===== config.mk =====
export PLATFORM = sky130hd
export DESIGN_NAME = bcd2bin_flat
export DESIGN_NICKNAME = d
export VERILOG_FILES = /design/src/rtl/bcd2bin_pkg.sv /design/src/rtl/bcd2bin_if.sv /design/src/rtl/bcd_sub3.sv /design/src/rtl/bcd2bin.sv /design/src/flat_wrapper.sv
export SDC_FILE = /design/constraint.sdc
export NUM_CORES = 1
export LEC_CHECK = 0
export ABC_AREA = 1
export CAP_MARGIN = 5
export CORE_MARGIN = 5
export CORE_UTILIZATION = 50
export CTS_CLUSTER_SIZE = 20
export DETAILED_ROUTE_END_ITERATION = 8
export PLACE_DENSITY = 0.84
export SLEW_MARGIN = 20
export SYNTH_ARGS = -nofsm -noshare
export SYNTH_HDL_FRONTEND = slang
export SYNTH_SLANG_ARGS = --single-unit

===== constraint.sdc =====
create_clock -name clk -period 1.7 [get_ports clk]
set_clock_uncertainty 0.05 [all_clocks]
set_input_delay 0.17 -clock clk [delete_from_list [all_inputs] [get_ports clk]]
set_output_delay 0.17 -clock clk [all_outputs]
set_load 0.02 [all_outputs]

===== src/rtl/bcd2bin_pkg.sv =====
// Shared constants and types for the 4-digit BCD to binary converter.
// Digits are packed with index 3 = thousands, index 0 = units.
package bcd2bin_pkg;
   localparam int BIN_W   = 14;
   localparam int N_SHIFT = 14;
   localparam int N_DIG   = 4;
   localparam int DIG_W   = 4;
   localparam int CNT_W   = $clog2(N_SHIFT + 1);

   typedef enum logic [1:0] {idle, op, done} state_type;

   typedef logic [N_DIG-1:0][DIG_W-1:0] bcd_vec_t;
endpackage


===== src/rtl/bcd2bin_if.sv =====
// Request/result bundle between a requester (master) and the converter (slave).
interface bcd2bin_if;
   logic                         start;
   logic [3:0]                   bcd3;
   logic [3:0]                   bcd2;
   logic [3:0]                   bcd1;
   logic [3:0]                   bcd0;
   logic                         ready;
   logic                         done_tick;
   logic                         err;
   logic [bcd2bin_pkg::BIN_W-1:0] bin;

   modport master (
      output start, bcd3, bcd2, bcd1, bcd0,
      input  ready, done_tick, err, bin
   );

   modport slave (
      input  start, bcd3, bcd2, bcd1, bcd0,
      output ready, done_tick, err, bin
   );
endinterface


===== src/rtl/bcd_sub3.sv =====
// Reverse double-dabble digit correction: a shifted digit >= 8 gets 3 removed.
module bcd_sub3 (
   input  logic [3:0] i_dig,
   output logic [3:0] o_dig
);
   assign o_dig = (i_dig >= 4'd8) ? (i_dig - 4'd3) : i_dig;
endmodule


===== src/rtl/bcd2bin.sv =====
// 4-digit BCD to 14-bit binary converter, one result bit per clock
// using shift-right / subtract-3, with start/ready/done_tick handshake.
module bcd2bin
   import bcd2bin_pkg::*;
(
   input  logic      clk,
   input  logic      reset,
   bcd2bin_if.slave  bus
);
   state_type         r_state, w_state_nxt;
   bcd_vec_t          r_bcd, w_bcd_nxt, w_din, w_shift, w_corr;
   logic [BIN_W-1:0]  r_bin, w_bin_nxt, w_bin_sh;
   logic [CNT_W-1:0]  r_n, w_n_nxt;
   logic              r_err, w_err_nxt;
   logic              w_bad;

   assign w_din = {bus.bcd3, bus.bcd2, bus.bcd1, bus.bcd0};

   always_comb begin
      w_bad = 1'b0;
      for (int k = 0; k < N_DIG; k++)
         if (w_din[k] > 4'd9) w_bad = 1'b1;
   end

   // One right shift of the whole {digits, bin} chain; bcd3 MSB fills with 0.
   assign {w_shift, w_bin_sh} = {1'b0, r_bcd, r_bin[BIN_W-1:1]};

   for (genvar g = 0; g < N_DIG; g++) begin : g_dig
      bcd_sub3 u_sub3 (
         .i_dig (w_shift[g]),
         .o_dig (w_corr[g])
      );
   end

   always_ff @(posedge clk or posedge reset) begin
      if (reset) begin
         r_state <= idle;
         r_bcd   <= '0;
         r_bin   <= '0;
         r_n     <= '0;
         r_err   <= 1'b0;
      end else begin
         r_state <= w_state_nxt;
         r_bcd   <= w_bcd_nxt;
         r_bin   <= w_bin_nxt;
         r_n     <= w_n_nxt;
         r_err   <= w_err_nxt;
      end
   end

   always_comb begin
      w_state_nxt = r_state;
      w_bcd_nxt   = r_bcd;
      w_bin_nxt   = r_bin;
      w_n_nxt     = r_n;
      w_err_nxt   = r_err;
      case (r_state)
         idle: begin
            if (bus.start) begin
               w_bin_nxt = '0;
               if (w_bad) begin
                  // Illegal digit: report immediately without shifting.
                  w_err_nxt   = 1'b1;
                  w_state_nxt = done;
               end else begin
                  w_bcd_nxt   = w_din;
                  w_err_nxt   = 1'b0;
                  w_n_nxt     = CNT_W'(N_SHIFT);
                  w_state_nxt = op;
               end
            end
         end
         op: begin
            w_bcd_nxt = w_corr;
            w_bin_nxt = w_bin_sh;
            w_n_nxt   = r_n - 1'b1;
            if (w_n_nxt == '0) w_state_nxt = done;
         end
         done:    w_state_nxt = idle;
         default: w_state_nxt = idle;
      endcase
   end

   assign bus.ready     = (r_state == idle);
   assign bus.done_tick = (r_state == done);
   assign bus.err       = r_err;
   assign bus.bin       = r_bin;
endmodule


===== src/flat_wrapper.sv =====
// flat-port wrapper written by rule: the top's interface ports become plain ports
module bcd2bin_flat import bcd2bin_pkg::*;
  (clk, reset, bus_start, bus_bcd3, bus_bcd2, bus_bcd1, bus_bcd0, bus_ready, bus_done_tick, bus_err, bus_bin);
  bcd2bin_if bus_i ();
  input  logic clk;
  input  logic reset;
  input wire logic [$bits(bus_i.start)-1:0] bus_start;
  input wire logic [$bits(bus_i.bcd3)-1:0] bus_bcd3;
  input wire logic [$bits(bus_i.bcd2)-1:0] bus_bcd2;
  input wire logic [$bits(bus_i.bcd1)-1:0] bus_bcd1;
  input wire logic [$bits(bus_i.bcd0)-1:0] bus_bcd0;
  output wire logic [$bits(bus_i.ready)-1:0] bus_ready;
  output wire logic [$bits(bus_i.done_tick)-1:0] bus_done_tick;
  output wire logic [$bits(bus_i.err)-1:0] bus_err;
  output wire logic [$bits(bus_i.bin)-1:0] bus_bin;
  assign bus_i.start = bus_start;
  assign bus_i.bcd3 = bus_bcd3;
  assign bus_i.bcd2 = bus_bcd2;
  assign bus_i.bcd1 = bus_bcd1;
  assign bus_i.bcd0 = bus_bcd0;
  assign bus_ready = bus_i.ready;
  assign bus_done_tick = bus_i.done_tick;
  assign bus_err = bus_i.err;
  assign bus_bin = bus_i.bin;
  bcd2bin u_core (.clk(clk), .reset(reset), .bus(bus_i));
endmodule

# Word level (Yosys, flattened, before mapping)

Index checks and enable logic that the tools add are counted.

Word-level logic and storage cells: 54
Flip-flop bits (word level): 37
Output and inout port bits: 17
Input bits: 19

$lt $le $gt $ge: 8
Add/sub/neg operators: 5
Reductions and logical operators: 7
Equal/unequal tests: 5
Muxes and demuxes: 21

Operators by type and width:

| cell                                                              | number |
|---|---|
| two-way mux 16 bit                                                | 2 |
| case mux 16 bit (2 select lines)                                  | 1 |
| case mux 14 bit (2 select lines)                                  | 1 |
| two-way mux 4 bit                                                 | 6 |
| greater-than comparator 4 bit, second input constant              | 4 |
| two-way mux 14 bit                                                | 1 |
| greater-or-equal comparator 4 bit, second input constant          | 3 |
| subtractor 4 x 2 -> 4 bit, second input constant                  | 3 |
| case mux 4 bit (2 select lines)                                   | 1 |
| two-way mux 2 bit                                                 | 3 |
| AND reduction 2 bit                                               | 3 |
| two-way mux 1 bit                                                 | 5 |
| greater-or-equal comparator 3 x 4 -> 1 bit, second input constant | 1 |
| logical NOT 4 bit                                                 | 1 |
| inequality test 2 bit, second input constant                      | 2 |
| case mux 2 bit (2 select lines)                                   | 1 |
| subtractor 3 x 2 -> 4 bit, second input constant                  | 1 |
| subtractor 4 x 1 -> 4 bit, second input constant                  | 1 |
| AND reduction 3 bit                                               | 1 |
| equality test 2 x 1 -> 1 bit, second input constant               | 1 |
| equality test 2 bit, second input constant                        | 1 |
| logical NOT 2 bit                                                 | 1 |
| inequality test 2 x 1 -> 1 bit, second input constant             | 1 |
| nonzero test 2 bit                                                | 1 |

# Depth between registers and ports, before layout

Gate-level depths: netlist of the first run.

Depth in word-level cells: 8
Depth in mapped cells: 8
Gate-level depth less buffers: 8

# By module

From an unflattened synthesis of the first run, not the netlist that was laid out.

Cell total of the unflattened synthesis: 296
Area total of the unflattened synthesis: 2183.3 µm²

By module, submodules not included:

| module   | cells an instance | sequential area each (µm²) | times used | area an instance (µm²) |
|---|---|---|---|---|
| bcd2bin  | 232               | 925.9                      | 1          | 1828.0 |
| bcd_sub3 | 16                | 0.0                        | 4          | 88.8 |

# Least setup slack after synthesis of the first run

No wires, ideal clock.

Kind: reg2reg
From: register u_core.r_state[1]
To: register u_core.r_bcd[12] in the netlist's numbering
Path buffers: 1
Arrival time: 1.332 ns
Setup time: 0.117 ns
Stages on the path, launching flop included: 6
Slack: 0.201 ns
Data required time: 1.533 ns
Cells stage by stage: dfrtp_1 nor2_1 nand2_2 buf_4 nand3_1 nand2_1

Word-level cells in the longest chain between the ends: 3
Elaborated cells between the ends (all ways): 7
Classes of those cells: eq/ne (3); mux (1); reduce/logical (3)

Ends and longest elaborated chain:

| item                                                                         | RTL line           | text |
|---|---|---|
| start: declaration                                                           | bcd2bin.sv:10      | `state_type r_state, w_state_nxt;` |
| start signal: assignment                                                     | bcd2bin.sv:37      | `r_state <= idle;` |
| start signal: assignment                                                     | bcd2bin.sv:43      | `r_state <= w_state_nxt;` |
| logical NOT 2 bit *                                                          | --                 |  |
| via bus_ready                                                                | flat_wrapper.sv:12 | `output wire logic [$bits(bus_i.ready)-1:0] bus_ready;` |
| inequality test 2 bit (no line) / nonzero test 2 bit (equally long branches) | --                 |  |
| AND reduction 3 bit (no line)                                                | --                 |  |
| end signal: assignment                                                       | bcd2bin.sv:44      | `r_bcd <= w_bcd_nxt;` |
| end: declaration                                                             | bcd2bin.sv:11      | `bcd_vec_t r_bcd, w_bcd_nxt, w_din, w_shift, w_corr;` |

The timed path passes the listed nets; every way through them passes the cells marked *.
A chain may end at the register's enable or synchronous reset.

# Worst setup path in the final report of the first run

From: register u_core.r_state[1]
To: register u_core.r_bin[4] (netlist: u_core.bus.bin[4])

Word-level cells in the longest chain between the ends: 3
Elaborated cells between the ends (all ways): 6
Classes of those cells: eq/ne (2); mux (1); reduce/logical (3)

Ends and longest elaborated chain:

| item                                                                         | RTL line      | text |
|---|---|---|
| equality test 2 x 1 -> 1 bit / logical NOT 2 bit (equally long branches)     | bcd2bin.sv:57 | `case (r_state)` |
| nonzero test 2 bit (no line) / inequality test 2 bit (equally long branches) | --            |  |
| AND reduction 2 bit (no line)                                                | --            |  |
| end signal: assignment                                                       | bcd2bin.sv:45 | `r_bin <= w_bin_nxt;` |
| end: declaration                                                             | bcd2bin.sv:12 | `logic [BIN_W-1:0] r_bin, w_bin_nxt, w_bin_sh;` |

Several ways; a longest one is shown, not always the timed one.

==> run metrics, run 1 <==
die footprint=roughly 5600 um2; number of vias per cell=5.281; number of nets in the synthesized netlist=~300; height of the chip=around 75 um; number of port buffers=35; Die Wd=74.84 um; data required time at the worst endpoint=approximately 1.8 ns; cts hold-fix bufs=0; status=complete, no violations; overflow left after global routing=0; gpl congestion=between 0.7 and 0.8; number of rows created at floorplan=23; CP peak stage delay=0.46 ns; clock root buffer=sky130_fd_sc_hd__clkbuf_8; post-synth design cell area=about 2100 um2; Antenna Diode Count=0; later-pin clock latency in the skew report=around 0.28 ns; post-layout power=just under 4000 uW; Starting Density=approximately 52%; Crit. End Element=flip-flop; Worst path top cell family by delay=buffers and inverters; vias post-DR=around 1900; number of DRC markers in iteration 0=109; instance area at placement=2490 um2; max-slew violations=0; number of top-level pins=36; share of post-route cells with drive strength above 1=between 6 and 7%; max cap viols=0; CP Class=flip-flop to flip-flop; Max rail drop VDD=about 0.00075 V; count of nets left with antenna violations after detail routing=0; Final Hold Violating Endpoints=0; LEAKAGE=between 0.001 and 0.0015 uW; clock period minus worst slack=between 1 and 1.5 ns; Area growth syn-to-layout=21.90%; DRC Markers=0; Total Negative Setup Slacks=0 ns; post-layout net count=roughly 340; dpl hpwl=roughly 3200 um; largest net degree at the start of global routing=54; initial antenna violation count=0; RSZ-0062 raised after global routing=no; Post-Syn Area per Cell=approximately 7.7 um2; ordered list of cells on the worst path=nor2_8, buf_4, nor2_2, inv_2, buf_4, o22ai_1; Core Region=approximately 4000 um2; clock buffers created by TritonCTS=5; final-report setup violation count=0; post-route design area=around 2600 um2; critical path data arrival time=1.59 ns; Worst Max-Slew Pin Slew=around 0.48 ns; CTS tree=built; sequential area share after synthesis=between 40% and 50%; count of different cell masters after synthesis=25; power density normalized to cell area=around 1500 nW/um2; cells after synthesis=roughly 270; post-detailed-routing wire length=4571 um; Max Fanout on Critical Path=13; type of the worst min-delay path=input port to async pin; total number of clock tree sinks=37; cell occurring most often along the worst timing path=sky130_fd_sc_hd__buf_4; tightest slew margin relative to the limit=around two thirds; first-pass GRT wire length=between 8000 and 9000 um; Synth Warn #=0; Yosys reg bits=37; leading cell types in the layout, fill and taps excluded=sky130_fd_sc_hd__nand2_1 (66), sky130_fd_sc_hd__nand3_1 (43), sky130_fd_sc_hd__dfrtp_1 (36), sky130_fd_sc_hd__inv_1 (35), sky130_fd_sc_hd__clkdlybuf4s50_1 (33); number of levels in the clock H-tree=2; setup repair bufs after CTS=0; per-cell routed wire length=12.73 um; slowest CP cell=sky130_fd_sc_hd__dfrtp_2; buffers from clock root to sink, at most=2; crit start category=flip-flop; detailed-router iteration count before antenna repair=4; most common cell after layout, fill and taps aside=sky130_fd_sc_hd__nand2_1; total global-route track usage=between 10% and 20%; top achievable clock speed=670.1 MHz; share of the clock period used by the worst path=87.78%; number of global-route vias before repair=~1900; Bufs and invs on worst path=3; FILL cells=between 300 and 400; clock-pin slew of the registers on the worst-case setup and hold paths=about 0.070 ns
-- cell usage after synthesis --
master                      n  area (um2)
sky130_fd_sc_hd__inv_1     35       131.4
sky130_fd_sc_hd__nand4_1    2       12.51
sky130_fd_sc_hd__nand3_1   43       215.2
sky130_fd_sc_hd__xor2_1     1       8.760
sky130_fd_sc_hd__a21oi_1    5       25.02
sky130_fd_sc_hd__o21ai_0   16       80.08
sky130_fd_sc_hd__inv_2      2       7.510
sky130_fd_sc_hd__dfrtp_1   37       925.9
sky130_fd_sc_hd__o22ai_1   12       75.07
sky130_fd_sc_hd__inv_4      1       6.260
sky130_fd_sc_hd__buf_4      3       22.52
sky130_fd_sc_hd__nor2_1    20       75.07
sky130_fd_sc_hd__nor2_2     1       6.260
sky130_fd_sc_hd__buf_2      6       30.03
sky130_fd_sc_hd__o21ai_1    3       15.01
sky130_fd_sc_hd__a31oi_1    1       6.260
sky130_fd_sc_hd__nor2_8     1       20.02
sky130_fd_sc_hd__buf_1      1       3.750
sky130_fd_sc_hd__or2_0      1       6.260
sky130_fd_sc_hd__nand2_1   66       247.7
sky130_fd_sc_hd__o21bai_1   2       15.01
sky130_fd_sc_hd__ha_1       8       100.1
sky130_fd_sc_hd__xnor2_1    3       26.28
sky130_fd_sc_hd__buf_6      3       33.78
sky130_fd_sc_hd__nand2_2    1       6.260
-- layout make-up --
cell class	count	area [um2]	share of cell area, %
Sequential cell	37	927.1	36.18
Tap cell	50	62.56	2.441
Multi-Input combinational cell	186	940.9	36.72
Clock buffer	5	68.82	2.686
Inverter	38	145.1	5.664
Timing Repair Buffer	42	412.9	16.11
Clock inverter	1	5.005	0.1953
-- power breakdown --
part           internal (uW)  total (uW)  leakage, uW  switching (uW)
combinational            744        1850     0.000764            1110
clock                    269         553    0.0000399             284
sequential              1180        1490     0.000468             309
-- flip-flops by register name, indices dropped and copies added (netlist names) --
register        cells
u_core.bus.err      1
u_core.r_state      2
u_core.bus.bin     14
u_core.r_n          4
u_core.r_bcd       16
-- routing by layer --
layer	GRT usage (%)	vias to the layer above	share of wire, %	routed length (um)
met3	5.474	5	6.4	293
met4	4.743	0	0.79	36
met5	0	-	0	0
met2	30.66	52	49	2219
met1	23.49	889	44	2022
li1	-	950	-	-
-- repair_timing --
item,in CTS,in global routing
endpoints found under the hold margin,0,0
gates resized for setup,3,0
setup endpoints to repair,2,0
-- worst reg2reg max path: stages (launching register included) --
cell and delay, ns:
sky130_fd_sc_hd__dfrtp_2 0.46, sky130_fd_sc_hd__nor2_8 0.21, sky130_fd_sc_hd__buf_4 0.21, sky130_fd_sc_hd__nor2_2 0.07
sky130_fd_sc_hd__inv_2 0.08, sky130_fd_sc_hd__buf_4 0.18, sky130_fd_sc_hd__o22ai_1 0.09
-- cells by family (layout without fill, tap and decap cells) --
| family | after synthesis | in the layout | share of synthesized area [%] |
|---|---|---|---|
| simple gates | 135 | 135 | 28.04 |
| buf+inv | 51 | 86 | 11.19 |
| compound gates | 39 | 39 | 10.30 |
| flops | 37 | 37 | 44.05 |
| fa+ha+maj | 8 | 8 | 4.762 |
| xor+xnor | 4 | 4 | 1.667 |
-- per-stage QoR --
step                util [%]  setup WS [ns]  hold slack (ns)  cells
floorplan                  -         0.2008           0.2685    274
global placement       61.80        0.09427           0.4213    353
detailed placement     61.80        0.06029           0.4270    353
CTS                    63.60         0.2005           0.2530    359
global route           63.60        0.03672           0.2893    359
finish                 63.60         0.2077           0.2385    359
-- final timing paths --
check | end | start | slack [ns] | cells after the start
max reg2reg | u_core.bus.bin[4] | u_core.r_state[1] | 0.21 | 6
max in group asynchronous | u_core.r_state[1] | reset | 1.03 | 3
min in group clk | u_core.bus.bin[0] | u_core.bus.bin[0] | 0.45 | 2
min | u_core.bus.bin[1] | reset | 0.24 | 3
min reg2reg | u_core.bus.bin[0] | u_core.bus.bin[0] | 0.45 | 2
max | u_core.bus.bin[4] | u_core.r_state[1] | 0.21 | 6
No activity file was read; power rests on OpenSTA's default activity.
==> run 2: changes to the inputs <==
Settings changed: ABC_AREA 1 to unset, CORE_MARGIN 5 to unset, PLACE_DENSITY 0.84 to 0.85.
==> run metrics, run 2 <==
Synth Warn #=0 (unchanged); FILL cells=271 (-21%); r2r worst-path depth=7 (+1); number of top-level pins=36 (unchanged); Synth area leaders=sky130_fd_sc_hd__dfrtp_1 (49%), sky130_fd_sc_hd__a22o_1 (6.4%), sky130_fd_sc_hd__ha_1 (5.2%); Reg2Reg Capture Point=u_core.r_state[0]; data required time at the worst endpoint=1.83 ns (+0.03 ns); PnR worst setup slack=0.09402 ns (-0.1137 ns); Total Negative Setup Slacks=0 ns (unchanged); buffers from clock root to sink, at most=2 (unchanged); post-layout net count=261 (-23%); share of post-route cells with drive strength above 1=20.09% (+14 points); count of flip-flops with a built-in enable after synthesis=0 (unchanged); clock-pin slew of the registers on the worst-case setup and hold paths=0.07 ns (about the same); number of port buffers=35 (unchanged); status=complete, no violations; count of nets left with antenna violations after detail routing=0 (unchanged); Crit. End Element=flip-flop; Synth top cells by count=sky130_fd_sc_hd__dfrtp_1 (37), sky130_fd_sc_hd__a22o_1 (14), sky130_fd_sc_hd__a21oi_1 (12); dpl hpwl=2930 um (-8.1%); max-slew violations=0 (unchanged); clock period minus worst slack=1.606 ns (+0.1137 ns); number of DRC markers in iteration 0=53 (-51%); overflow left after global routing=0 (unchanged); startpoint of the worst setup timing path=bus_bcd0[2]; power density normalized to cell area=1491 nW/um2 (-1.8%); CTS tree=built; Final Hold Violating Endpoints=0 (unchanged); critical path data arrival time=1.73 ns (+0.14 ns); Worst Setup Slack post-DPL=-0.2628 ns (-0.3230 ns); worst setup path endpoint=u_core.r_bcd[3]; Worst Max-Slew Pin Slew=0.5983 ns (+0.1145 ns); FF-to-FF Start=u_core.r_n[1]; type of the worst min-delay path=input port to async pin; crit start category=input port; Largest register FFs=16 (unchanged); die footprint=4067 um2 (-27%); cell taking the most area after synthesis=sky130_fd_sc_hd__dfrtp_1; clock root buffer=sky130_fd_sc_hd__clkbuf_8; Starting Density=52.12% (-0.055 points); Max rail drop VDD=0.0009230 V (+24%); detailed-router iteration count before antenna repair=4 (unchanged); share of the clock period used by the worst path=94.47% (+6.7 points); number of vias per cell=5.461 (+3.4%); total global-route track usage=22.42% (+4.0 points); Die Wd=63.78 um (-15%); first-pass GRT wire length=6913 um (-15%); number of global-route vias before repair=1484 (-22%); post-detailed-routing wire length=4065 um (-11%); later-pin clock latency in the skew report=0.29 ns (about the same); sequential area share after synthesis=48.52% (+4.5 points); number of rows created at floorplan=22 (-4.3%); area fraction of the dominant cell type after synthesis=48.52% (+4.5 points); number of levels in the clock H-tree=2 (unchanged); height of the chip=63.78 um (-15%); cts hold-fix bufs=0 (unchanged); tightest slew margin relative to the limit=60.08% (-7.7 points); Post-Syn Area per Cell=10.72 um2 (+40%); leading cell types in the layout, fill and taps excluded=sky130_fd_sc_hd__dfrtp_1 (37), sky130_fd_sc_hd__clkdlybuf4s50_1 (33), sky130_fd_sc_hd__buf_4 (21), sky130_fd_sc_hd__a22o_1 (14), sky130_fd_sc_hd__a21oi_1 (12); per-cell routed wire length=14.41 um (+13%); vias post-DR=1540 (-19%); number of nets in the synthesized netlist=205 (-32%); sequential standard cell area=925.9 um2 (-0.13%); cell with the most instances after synthesis=sky130_fd_sc_hd__dfrtp_1; Area growth syn-to-layout=33.57%; post-synth design cell area=1908 um2 (-9.2%); post-route design area=2549 um2 (-0.54%); DRC Markers=0 (unchanged); cells after synthesis=178 (-35%); flip-flop cell with the highest count after synthesis=sky130_fd_sc_hd__dfrtp_1; Max Fanout on Critical Path=8 (-5); multi-input combinational cell area=909.6 um2 (-3.3%); initial antenna violation count=0 (unchanged); max cap viols=0 (unchanged); instance area at placement=2439 um2 (-2.1%); Core Region=3661 um2 (-9.1%); register-to-register setup slack=0.13 ns (-0.08 ns); gpl congestion=0.7944 (+2.0%); final-report setup violation count=0 (unchanged); LEAKAGE=0.001132 uW (-11%); clock buffers created by TritonCTS=5 (unchanged); share of async-settable or async-resettable flops after synthesis=100.0% (unchanged); Yosys reg bits=37 (unchanged); core occupancy in the finished layout=69.62% (+6.0 points); CP Class=input port to flip-flop; top achievable clock speed=622.7 MHz (-7.1%); Antenna Diode Count=0 (unchanged); count of different cell masters after synthesis=36 (+44%); most common cell after layout, fill and taps aside=sky130_fd_sc_hd__dfrtp_1; total number of clock tree sinks=37 (unchanged); largest net degree at the start of global routing=38 (-30%); largest register by flop count=u_core.r_bcd
run 2: report_power, final:
group,switching (uW),leakage (uW),internal [uW],total [uW]
combinational,822,0.000632,884,1710
sequential,317,0.000456,1160,1480
clock,300,0.0000433,320,620
run 2: per-stage QoR:
step | hold WS [ns] | cells | power [uW]
global route | 0.2888 | 282 | 4070
detailed placement | 0.4400 | 273 | 3164
global placement | 0.4349 | 273 | 3113
finish | 0.2363 | 282 | 3801
floorplan | 0.2560 | 178 | 2602
CTS | 0.2490 | 280 | 3783
run 2: worst min path at each step:
stage / from / endpoint / slack, ns / depth (start not counted)
after floorplan: bus_bcd1[3] / u_core.r_bcd[7] / 0.26 / 2
after global placement: u_core.bus.bin[0] / u_core.bus.bin[0] / 0.43 / 1
after detailed placement: u_core.bus.bin[0] / u_core.bus.bin[0] / 0.44 / 1
after CTS: reset / u_core.r_bcd[1] / 0.25 / 3
after global routing: reset / u_core.bus.bin[0] / 0.29 / 3
final: reset / u_core.bus.bin[7] / 0.24 / 3
run 2: routing by layer:
| layer | part of all wire [%] | global-route usage (%) |
|---|---|---|
| met5 | 0 | 0 |
| met4 | 1.9 | 9.943 |
| met2 | 49 | 36.70 |
| met1 | 45 | 28.79 |
| met3 | 3.3 | 4.286 |
run 2: timing repair:
action / CTS / global route
hold endpoints to repair: 0 / 0
gates resized for setup: 3 / 1
setup buffers: 0 / 2
setup endpoints to repair: 7 / 10
pin swaps: 0 / 1
run 2: critical path, stage by stage:
cell and delay [ns]:
sky130_fd_sc_hd__clkdlybuf4s50_1 0.42, sky130_fd_sc_hd__o21ai_1 0.19, sky130_fd_sc_hd__and4_4 0.27, sky130_fd_sc_hd__nand2_4 0.06
sky130_fd_sc_hd__a21oi_4 0.25, sky130_fd_sc_hd__mux2_2 0.37
run 2: layout make-up:
| type | count | area share, % |
|---|---|---|
| timing repair buffer | 57 | 20.62 |
| multi-input combinational | 123 | 35.69 |
| clock buffer | 6 | 3.240 |
| tap | 48 | 2.356 |
| clock inverter | 1 | 0.2946 |
| inverter | 10 | 1.473 |
| sequential | 37 | 36.33 |
run 2: cells by family (layout without fill, tap and decap cells):
family | after synthesis | in the layout | synth area share, %
DFF | 37 | 37 | 48.52
and+or+nand+nor | 39 | 39 | 10.43
adders and majority gates | 8 | 8 | 5.246
AOI/OAI and AO/OA | 56 | 56 | 21.18
muxes | 14 | 14 | 7.672
buffers and inverters | 18 | 74 | 4.197
xor gates and xnor gates | 6 | 6 | 2.754
